[src/rtl/genius_pkg.sv]
// Shared types and constants for the Genius (Simon) game sequencer.
package genius_pkg;

  typedef enum logic [2:0] {
    StIdle,
    StShowOn,
    StShowOff,
    StWaitIn,
    StEcho,
    StShowOffGap,
    StWin,
    StLose
  } state_e;

  localparam logic [3:0] LED_OFF  = 4'b0000;
  localparam logic [3:0] LED_ALL  = 4'b1111;
  localparam logic [3:0] MAX_STEP = 4'd15;

  // A press is the rising edge of "any button down".
  function automatic logic is_press(logic [3:0] prev, logic [3:0] cur);
    return (prev == 4'b0000) && (cur != 4'b0000);
  endfunction

endpackage

[src/rtl/genius_ctrl_if.sv]
// Game-side signals of the sequencer: ROM bus, buttons, start and display outputs.
interface genius_ctrl_if;
  import genius_pkg::*;

  logic       start;
  logic [3:0] botao;
  logic [3:0] seq_led;
  logic [3:0] seq_addr;
  logic [3:0] leds;
  logic [4:0] nivel;
  logic       vez_jogador;
  logic       ganhou;
  logic       perdeu;

  modport master (
    output start, botao, seq_led,
    input  seq_addr, leds, nivel, vez_jogador, ganhou, perdeu
  );

  modport slave (
    input  start, botao, seq_led,
    output seq_addr, leds, nivel, vez_jogador, ganhou, perdeu
  );

endinterface

[src/rtl/genius_timer.sv]
// Loadable up-counter with synchronous clear and a terminal-count compare.
module genius_timer #(
  parameter int unsigned Width = 8
) (
  input  logic             clk,
  input  logic             rst_n,
  input  logic             clr,
  input  logic             load,
  input  logic [Width-1:0] load_val,
  input  logic             en,
  input  logic [Width-1:0] cmp_val,
  output logic             done
);

  logic [Width-1:0] cnt_q;

  always_ff @(posedge clk or negedge rst_n) begin
    if (!rst_n) begin
      cnt_q <= '0;
    end else if (clr) begin
      cnt_q <= '0;
    end else if (load) begin
      cnt_q <= load_val;
    end else if (en) begin
      cnt_q <= cnt_q + 1'b1;
    end
  end

  assign done = (cnt_q == cmp_val);

endmodule

[src/rtl/genius_ctrl.sv]
// Genius game sequencer: replays the ROM sequence per level, then checks the player's presses.
module genius_ctrl
  import genius_pkg::*;
#(
  parameter int unsigned T_ON      = 50,
  parameter int unsigned T_OFF     = 25,
  parameter int unsigned T_TIMEOUT = 500,
  parameter int unsigned LAST_LVL  = 15
) (
  input logic         clk,
  input logic         rst_n,
  genius_ctrl_if.slave bus
);

  localparam int unsigned TMax = (T_ON > T_OFF) ? ((T_ON > T_TIMEOUT) ? T_ON : T_TIMEOUT)
                                                : ((T_OFF > T_TIMEOUT) ? T_OFF : T_TIMEOUT);
  localparam int unsigned TW   = $clog2(TMax) + 1;
  localparam logic [3:0] LastLvl = (LAST_LVL > int'(MAX_STEP)) ? MAX_STEP : 4'(LAST_LVL);

  state_e     state_q, state_d;
  logic [3:0] level_q, level_d;
  logic [3:0] idx_q, idx_d;
  logic [3:0] echo_q, echo_d;
  logic [3:0] prev_botao_q;

  logic          press;
  logic          timer_clr;
  logic          timer_done;
  logic [TW-1:0] timer_cmp;

  assign press = is_press(prev_botao_q, bus.botao);

  // One timer serves every timed state; the terminal value follows the state.
  always_comb begin
    timer_cmp = '0;
    unique case (state_q)
      StShowOn, StEcho:          timer_cmp = TW'(T_ON - 1);
      StShowOff, StShowOffGap:   timer_cmp = TW'(T_OFF - 1);
      StWaitIn:                  timer_cmp = TW'(T_TIMEOUT - 1);
      default:                   timer_cmp = '0;
    endcase
  end

  assign timer_clr = (state_d != state_q) || (state_q == StIdle) ||
                     (state_q == StWin) || (state_q == StLose);

  genius_timer #(
    .Width (TW)
  ) u_timer (
    .clk      (clk),
    .rst_n    (rst_n),
    .clr      (timer_clr),
    .load     (1'b0),
    .load_val ('0),
    .en       (1'b1),
    .cmp_val  (timer_cmp),
    .done     (timer_done)
  );

  always_comb begin
    state_d = state_q;
    level_d = level_q;
    idx_d   = idx_q;
    echo_d  = echo_q;
    unique case (state_q)
      StIdle, StWin, StLose: begin
        if (bus.start) begin
          level_d = '0;
          idx_d   = '0;
          state_d = StShowOn;
        end
      end
      StShowOn: begin
        if (timer_done) state_d = StShowOff;
      end
      StShowOff: begin
        if (timer_done) begin
          if (idx_q == level_q) begin
            idx_d   = '0;
            state_d = StWaitIn;
          end else begin
            idx_d   = idx_q + 4'd1;
            state_d = StShowOn;
          end
        end
      end
      StWaitIn: begin
        // A press in the timeout cycle still counts.
        if (press) begin
          if (bus.botao == bus.seq_led) begin
            echo_d  = bus.botao;
            state_d = StEcho;
          end else begin
            state_d = StLose;
          end
        end else if (timer_done) begin
          state_d = StLose;
        end
      end
      StEcho: begin
        if (timer_done) begin
          if (idx_q != level_q) begin
            idx_d   = idx_q + 4'd1;
            state_d = StWaitIn;
          end else if (level_q == LastLvl) begin
            state_d = StWin;
          end else begin
            level_d = level_q + 4'd1;
            idx_d   = '0;
            state_d = StShowOffGap;
          end
        end
      end
      StShowOffGap: begin
        if (timer_done) begin
          idx_d   = '0;
          state_d = StShowOn;
        end
      end
      default: state_d = StIdle;
    endcase
  end

  always_ff @(posedge clk or negedge rst_n) begin
    if (!rst_n) begin
      state_q      <= StIdle;
      level_q      <= '0;
      idx_q        <= '0;
      echo_q       <= '0;
      prev_botao_q <= '0;
    end else begin
      state_q      <= state_d;
      level_q      <= level_d;
      idx_q        <= idx_d;
      echo_q       <= echo_d;
      prev_botao_q <= bus.botao;
    end
  end

  always_comb begin
    bus.leds = LED_OFF;
    unique case (state_q)
      StShowOn, StLose: bus.leds = bus.seq_led;
      StEcho:           bus.leds = echo_q;
      StWin:            bus.leds = LED_ALL;
      default:          bus.leds = LED_OFF;
    endcase
  end

  assign bus.seq_addr    = idx_q;
  assign bus.nivel       = (state_q == StIdle) ? 5'd0 : ({1'b0, level_q} + 5'd1);
  assign bus.vez_jogador = (state_q == StWaitIn) || (state_q == StEcho);
  assign bus.ganhou      = (state_q == StWin);
  assign bus.perdeu      = (state_q == StLose);

endmodule

[src/flat_wrapper.sv]
// flat-port wrapper written by rule: the top's interface ports become plain ports
module genius_ctrl_flat import genius_pkg::*;
#(
  parameter int unsigned T_ON      = 50,
  parameter int unsigned T_OFF     = 25,
  parameter int unsigned T_TIMEOUT = 500,
  parameter int unsigned LAST_LVL  = 15
)
  (clk, rst_n, bus_start, bus_botao, bus_seq_led, bus_seq_addr, bus_leds, bus_nivel, bus_vez_jogador, bus_ganhou, bus_perdeu);
  genius_ctrl_if bus_i ();
  input logic clk;
  input logic rst_n;
  input wire logic [$bits(bus_i.start)-1:0] bus_start;
  input wire logic [$bits(bus_i.botao)-1:0] bus_botao;
  input wire logic [$bits(bus_i.seq_led)-1:0] bus_seq_led;
  output wire logic [$bits(bus_i.seq_addr)-1:0] bus_seq_addr;
  output wire logic [$bits(bus_i.leds)-1:0] bus_leds;
  output wire logic [$bits(bus_i.nivel)-1:0] bus_nivel;
  output wire logic [$bits(bus_i.vez_jogador)-1:0] bus_vez_jogador;
  output wire logic [$bits(bus_i.ganhou)-1:0] bus_ganhou;
  output wire logic [$bits(bus_i.perdeu)-1:0] bus_perdeu;
  assign bus_i.start = bus_start;
  assign bus_i.botao = bus_botao;
  assign bus_i.seq_led = bus_seq_led;
  assign bus_seq_addr = bus_i.seq_addr;
  assign bus_leds = bus_i.leds;
  assign bus_nivel = bus_i.nivel;
  assign bus_vez_jogador = bus_i.vez_jogador;
  assign bus_ganhou = bus_i.ganhou;
  assign bus_perdeu = bus_i.perdeu;
  genius_ctrl #(.T_ON(T_ON), .T_OFF(T_OFF), .T_TIMEOUT(T_TIMEOUT), .LAST_LVL(LAST_LVL)) u_core (.clk(clk), .rst_n(rst_n), .bus(bus_i));
endmodule
[config.mk]
export PLATFORM = sky130hd
export DESIGN_NAME = genius_ctrl_flat
export DESIGN_NICKNAME = d
export VERILOG_FILES = /design/src/rtl/genius_pkg.sv /design/src/rtl/genius_ctrl_if.sv /design/src/rtl/genius_timer.sv /design/src/rtl/genius_ctrl.sv /design/src/flat_wrapper.sv
export SDC_FILE = /design/constraint.sdc
export NUM_CORES = 1
export LEC_CHECK = 0
export ABC_AREA = 1
export CAP_MARGIN = 10
export CORE_ASPECT_RATIO = 0.75
export CORE_MARGIN = 2
export CORE_UTILIZATION = 43
export CTS_CLUSTER_DIAMETER = 50
export DETAILED_ROUTE_END_ITERATION = 12
export PLACE_DENSITY = 0.72
export SYNTH_ARGS = -nofsm -noshare
export SYNTH_HDL_FRONTEND = slang
export SYNTH_SLANG_ARGS = --single-unit
[constraint.sdc]
create_clock -name clk -period 2.5 [get_ports clk]
set_input_delay 0.625 -clock clk [delete_from_list [all_inputs] [get_ports clk]]
set_output_delay 0.625 -clock clk [all_outputs]
set_load 0.1 [all_outputs]
### Word level (Yosys, flattened, before mapping)

Cells that the tools add are included.

* latch bits: 0
* output and inout bits: 16
* memories: 0
* bits in writable memories: 0
* bits in registers: 29
* logic and storage cells: 75
* input bits: 11
* memory bits (read-only): 0

* mux-type cells: 28
* reductions and logical operators: 17
* magnitude comparators: 0
* bitwise operators: 0
* multiply operators: 0
* divide/modulo/power cells: 0
* shifts and indexed selects: 0
* add/subtract/negate cells: 4
* eq/ne operators: 20

Operators with widths (count)
* two-way mux 4 bit: 10
* case mux 9 bit (3 select lines): 1
* two-way mux 3 bit: 8
* case mux 3 bit (6 select lines): 1
* case mux 4 bit (4 select lines): 1
* equality test 3 bit, second input constant: 4
* case mux 4 bit (3 select lines): 1
* adder 10 x 1 -> 10 bit, second input constant: 1
* equality test 10 bit: 1
* two-way mux 10 bit: 1
* adder 4 x 1 -> 4 bit, second input constant: 2
* equality test 4 bit: 2
* case mux 4 bit (2 select lines): 1
* nonzero test 4 bit: 2
* equality test 3 x 2 -> 1 bit, second input constant: 2
* two-way mux 2 bit: 3
* inequality test 2 x 1 -> 1 bit, second input constant: 3
* inequality test 2 bit, second input constant: 3
* AND reduction 6 bit: 1
* OR reduction 2 bit: 3
* adder 4 x 1 -> 5 bit, second input constant: 1
* two-way mux 5 bit: 1
* AND reduction 5 bit: 1
* equality test 4 bit, second input constant: 1
* other kinds (11): 14

### Longest topological paths before layout

* depth in word-level cells: 12
* mapped depth: 16
* mapped depth without buffers: 15

### Cells and area by module

Synthesis repeated with hierarchy kept, for this count alone.

* cells, all modules: 339
* area, all modules: 2225.9 µm²

Modules (own cells, without submodules)
* genius_ctrl: cells each 209, times used 1, seq. area each 475.5 µm², area an instance 1395.1 µm²
* genius_timer: cells each 130, times used 1, seq. area each 250.2 µm², area an instance 830.8 µm²

### Worst setup path after synthesis

Ideal clock, no wire load.

* path kind: reg2out
* from: register u_core.state_q[2]
* to: output port bus_leds[0]
* required time: 1875 ps
* path slack: -1068 ps
* buffers on the path: 1
* arrival time: 2943 ps
* stages on the path, launching flop included: 6
* path through: dfrtp_1 clkbuf_2 nand2_1 nor2_1 o21ai_0 nand2_1

* word-level cells in the longest chain between the ends: 3
* elaborated cells on any way between the ends: 6
* those cells by class: 4 x eq/ne; 1 x mux; 1 x reduce/logical

Ends and longest elaborated chain
* start, declared: line genius_ctrl.sv:20 `state_e state_q, state_d;`
* start signal, assigned: line genius_ctrl.sv:126 `state_q <= StIdle;`
* start signal, assigned: line genius_ctrl.sv:132 `state_q <= state_d;`
* equality test 3 bit
* named net bus_perdeu: line flat_wrapper.sv:21 `output wire logic [$bits(bus_i.perdeu)-1:0] bus_perdeu;`
* OR reduction 2 bit: line genius_ctrl.sv:142 `unique case (state_q)`
* case mux 4 bit (3 select lines): line genius_ctrl.sv:142
* end, declared: line flat_wrapper.sv:17 `output wire logic [$bits(bus_i.leds)-1:0] bus_leds;`

The timed path passes the listed nets, and every way through them passes these cells.

### Worst setup path after layout

* from: register u_core.state_q[0]
* to: output port bus_leds[2]

* word-level cells in the longest chain between the ends: 3
* elaborated cells on any way between the ends: 6
* those cells by class: 4 x eq/ne; 1 x mux; 1 x reduce/logical

Ends and longest elaborated chain (line)
* equality test 3 bit / equality test 3 x 1 -> 1 bit (equally long branches): genius_ctrl.sv:142
* OR reduction 2 bit: genius_ctrl.sv:142
* case mux 4 bit (3 select lines) *: genius_ctrl.sv:142

Mark *: on every way between the ends. The rest lies on a longest branch, timed or not.

==> metrics <==
PwrDens 370.8 nW/um^2; Psw 235.5 uW; worst skew pair latency 0.28 ns; via count 1,737; Die Ht 62.07 um; #FFs+latches synth 29; Reg area 726.9 um^2; # nets final 294; port bufs 26; Die Wd 81.42 um; CP arrival 1.74 ns; sequential fraction of the synthesis area 37.54%; worst setup path class reg2out; Synth Area in Compound Gates 7.961%; placed cell area 2442 um^2; area grow syn2layout 31.00%; post-route setup slack 0.1339 ns; Starting Density 44.05%; max-slew violation count 0; Worst Reg-to-Reg Cells 14; Switching Fraction 25.08%; final hold vios 0; DP Wirelength 3.391 mm; gr ovfl total 0; cts hold-fix bufs 0; P_leak 1.257 nW; Design Area, Final 2532 um^2; worst rel slew slack 58.26%; final non-filler cell total 338; Post-Synth Adder-Cell Area 1.942%; number of flops mapped to enable cells by yosys 0; combinational family with the most area after synthesis simple AND/OR/NAND/NOR gates; Post-Synthesis Cells 242; antenna cells 0; filler instances 391; Yosys cell types 31; ys async rst share 100.0%; first-pass GRT wire length 7.134 mm; placed cell count 330; Root Driver clkbuf_8; CTS tree yes; Clock Skew 0.003096 ns; drt first pass iters 4; Crit path required time 1.88 ns; Int Pwr 703.6 uW; Power, Total 939.1 uW; CTS Buf Count 5; boundary pin count 27; postcts setup bufs 0; GP Congestion 0.8931; Comb pwr share 9.8%; status finished, final reports clean; final WL 4.409 mm; DRC 0; Synthesis Warnings 0; Mapped Nets 256; post_cts resized 0; Reg power frac 50.4%; Hold Crit Class reg2reg; vias in the first global route 1,558; setup TNS 0 ns; Vias/cell 5.139; critical-path maximum fanout 10; Tightest Pin Transition 0.6234 ns; syn avg cell area 7.988 um^2; post-synthesis mux area share 2.330%; Clk network pwr share 39.8%; number of cells on the worst hold path 1; Post-synth top flop dfrtp_1; initial antenna violation count 0; RSZ-0062 raised after global routing no; # setup viols final 0; gr usage total 18.79%; Post-Synth Simple-Gate Area 36.44%; pin count of the biggest net entering global routing 30; final hold slack 0.5068 ns; Core Region 4388 um^2; Worst setup SP type flip-flop; Final Util 57.71%; mean routed wirelength per cell 13.04 um; VDD IR max 0.2463 mV; full die area 5053 um^2; number of max-cap violations 0; post-route ant nets 0; Netlist Area Pre-Place 1933 um^2; period utilization 94.64%; Placement Rows 21; layout cells sized above 1 25.27%; iteration-0 DRC count of the detailed router 76; fmax 422.6 MHz; crit path capture type output port; H-Tree Depth 2; min Tclk post-route 2.366 ns; area of the multi-input gates 1139 um^2; fraction of synthesized cell area in xor and xnor cells 8.608%; Post-Place Worst Slack -0.09697 ns; Worst-path clk slew 0.06 ns; clk sink count 29; Longest Clk Path Bufs 2
-- power by group through the flow --
stage,combinational (mW),clock [mW],sequential (mW)
2_1_floorplan,0.0386,0,0.482
3_3_place_gp,0.0916,0,0.482
3_5_place_dp,0.0916,0,0.482
4_1_cts,0.0920,0.380,0.473
5_1_grt,0.0987,0.402,0.473
6_report,0.0919,0.374,0.473
-- logic make-up after synthesis --
group                    count (synthesis)
flip-flops                              29
adder cells (fa/ha/maj)                  3
AO/OA/AOI/OAI                           27
XOR/XNOR                                19
AND/OR/NAND/NOR                        134
buffers and inverters                   26
multiplexers                             4
-- final timing paths --
check                      slack, ns                       to              start
max                             0.13              bus_leds[2]  u_core.state_q[0]
min                             0.51         u_core.echo_q[3]   u_core.echo_q[3]
max reg2reg                     0.24  u_core.u_timer.cnt_q[3]  u_core.state_q[1]
min reg2reg                     0.51         u_core.echo_q[3]   u_core.echo_q[3]
max in group asynchronous       1.45        u_core.state_q[0]              rst_n
min in group asynchronous       0.74   u_core.prev_botao_q[0]              rst_n
-- final cells by class --
cell class | instances | area share [%]
tap | 57 | 2.816
sequential | 29 | 28.71
inverter | 24 | 3.557
clock buffer | 6 | 2.866
multi-input combinational | 187 | 44.96
timing repair buffer | 33 | 16.70
clock inverter | 2 | 0.3953
-- placed cells by master (no fill, tap or decap), drive strengths merged --
master         netlist  routed
nand4                4       4
nand3               27      27
nor2                31      31
mux2                 4       4
nor3b                1       1
clkbuf               1       6
a21boi               1       1
a21oi               11      11
inv                 24      24
nor3                13      13
nor4                 1       1
o31ai                3       3
o211ai               1       1
buf                  1      23
clkdlybuf4s50        0      10
nand2               57      57
xnor2                8       8
clkinv               0       2
a22oi                1       1
o21ai               10      10
dfrtp               29      29
xor2                11      11
ha                   3       3
-- state kept, by name, indices dropped and copies added (netlist names) --
signal	cells
u_core.echo_q	4
u_core.bus.seq_addr	4
u_core.state_q	3
u_core.level_q	4
u_core.u_timer.cnt_q	10
u_core.prev_botao_q	4
-- critical path, stage by stage, from the launching register on --
cell and delay, ns:
dfrtp_2 0.48, nor2_2 0.18, nand2_2 0.16, inv_1 0.23, a21oi_1 0.12, nand2_2 0.11, buf_12 0.17
-- layer usage --
metal | wire (um) | global-route usage [%] | vias to the layer above
li1 | - | - | 877
met1 | 2175 | 26.71 | 807
met2 | 1900 | 28.81 | 48
met3 | 303 | 4.913 | 5
met4 | 29 | 4.600 | 0
met5 | 0 | 0 | -
-- synthesized netlist by cell type (4+ instances only) --
master	n	area, um^2
a21oi_1	10	50.05
dfrtp_1	29	725.7
inv_1	22	82.58
mux2_2	4	45.04
nand2_1	53	198.9
nand3_1	22	110.1
nand4_1	4	25.02
nor2_1	25	93.84
nor2_2	4	25.02
nor3_2	10	100.1
o21ai_0	7	35.03
xnor2_1	8	70.07
xor2_1	11	96.34
Note: power is estimated with default switching activity, not from simulation.
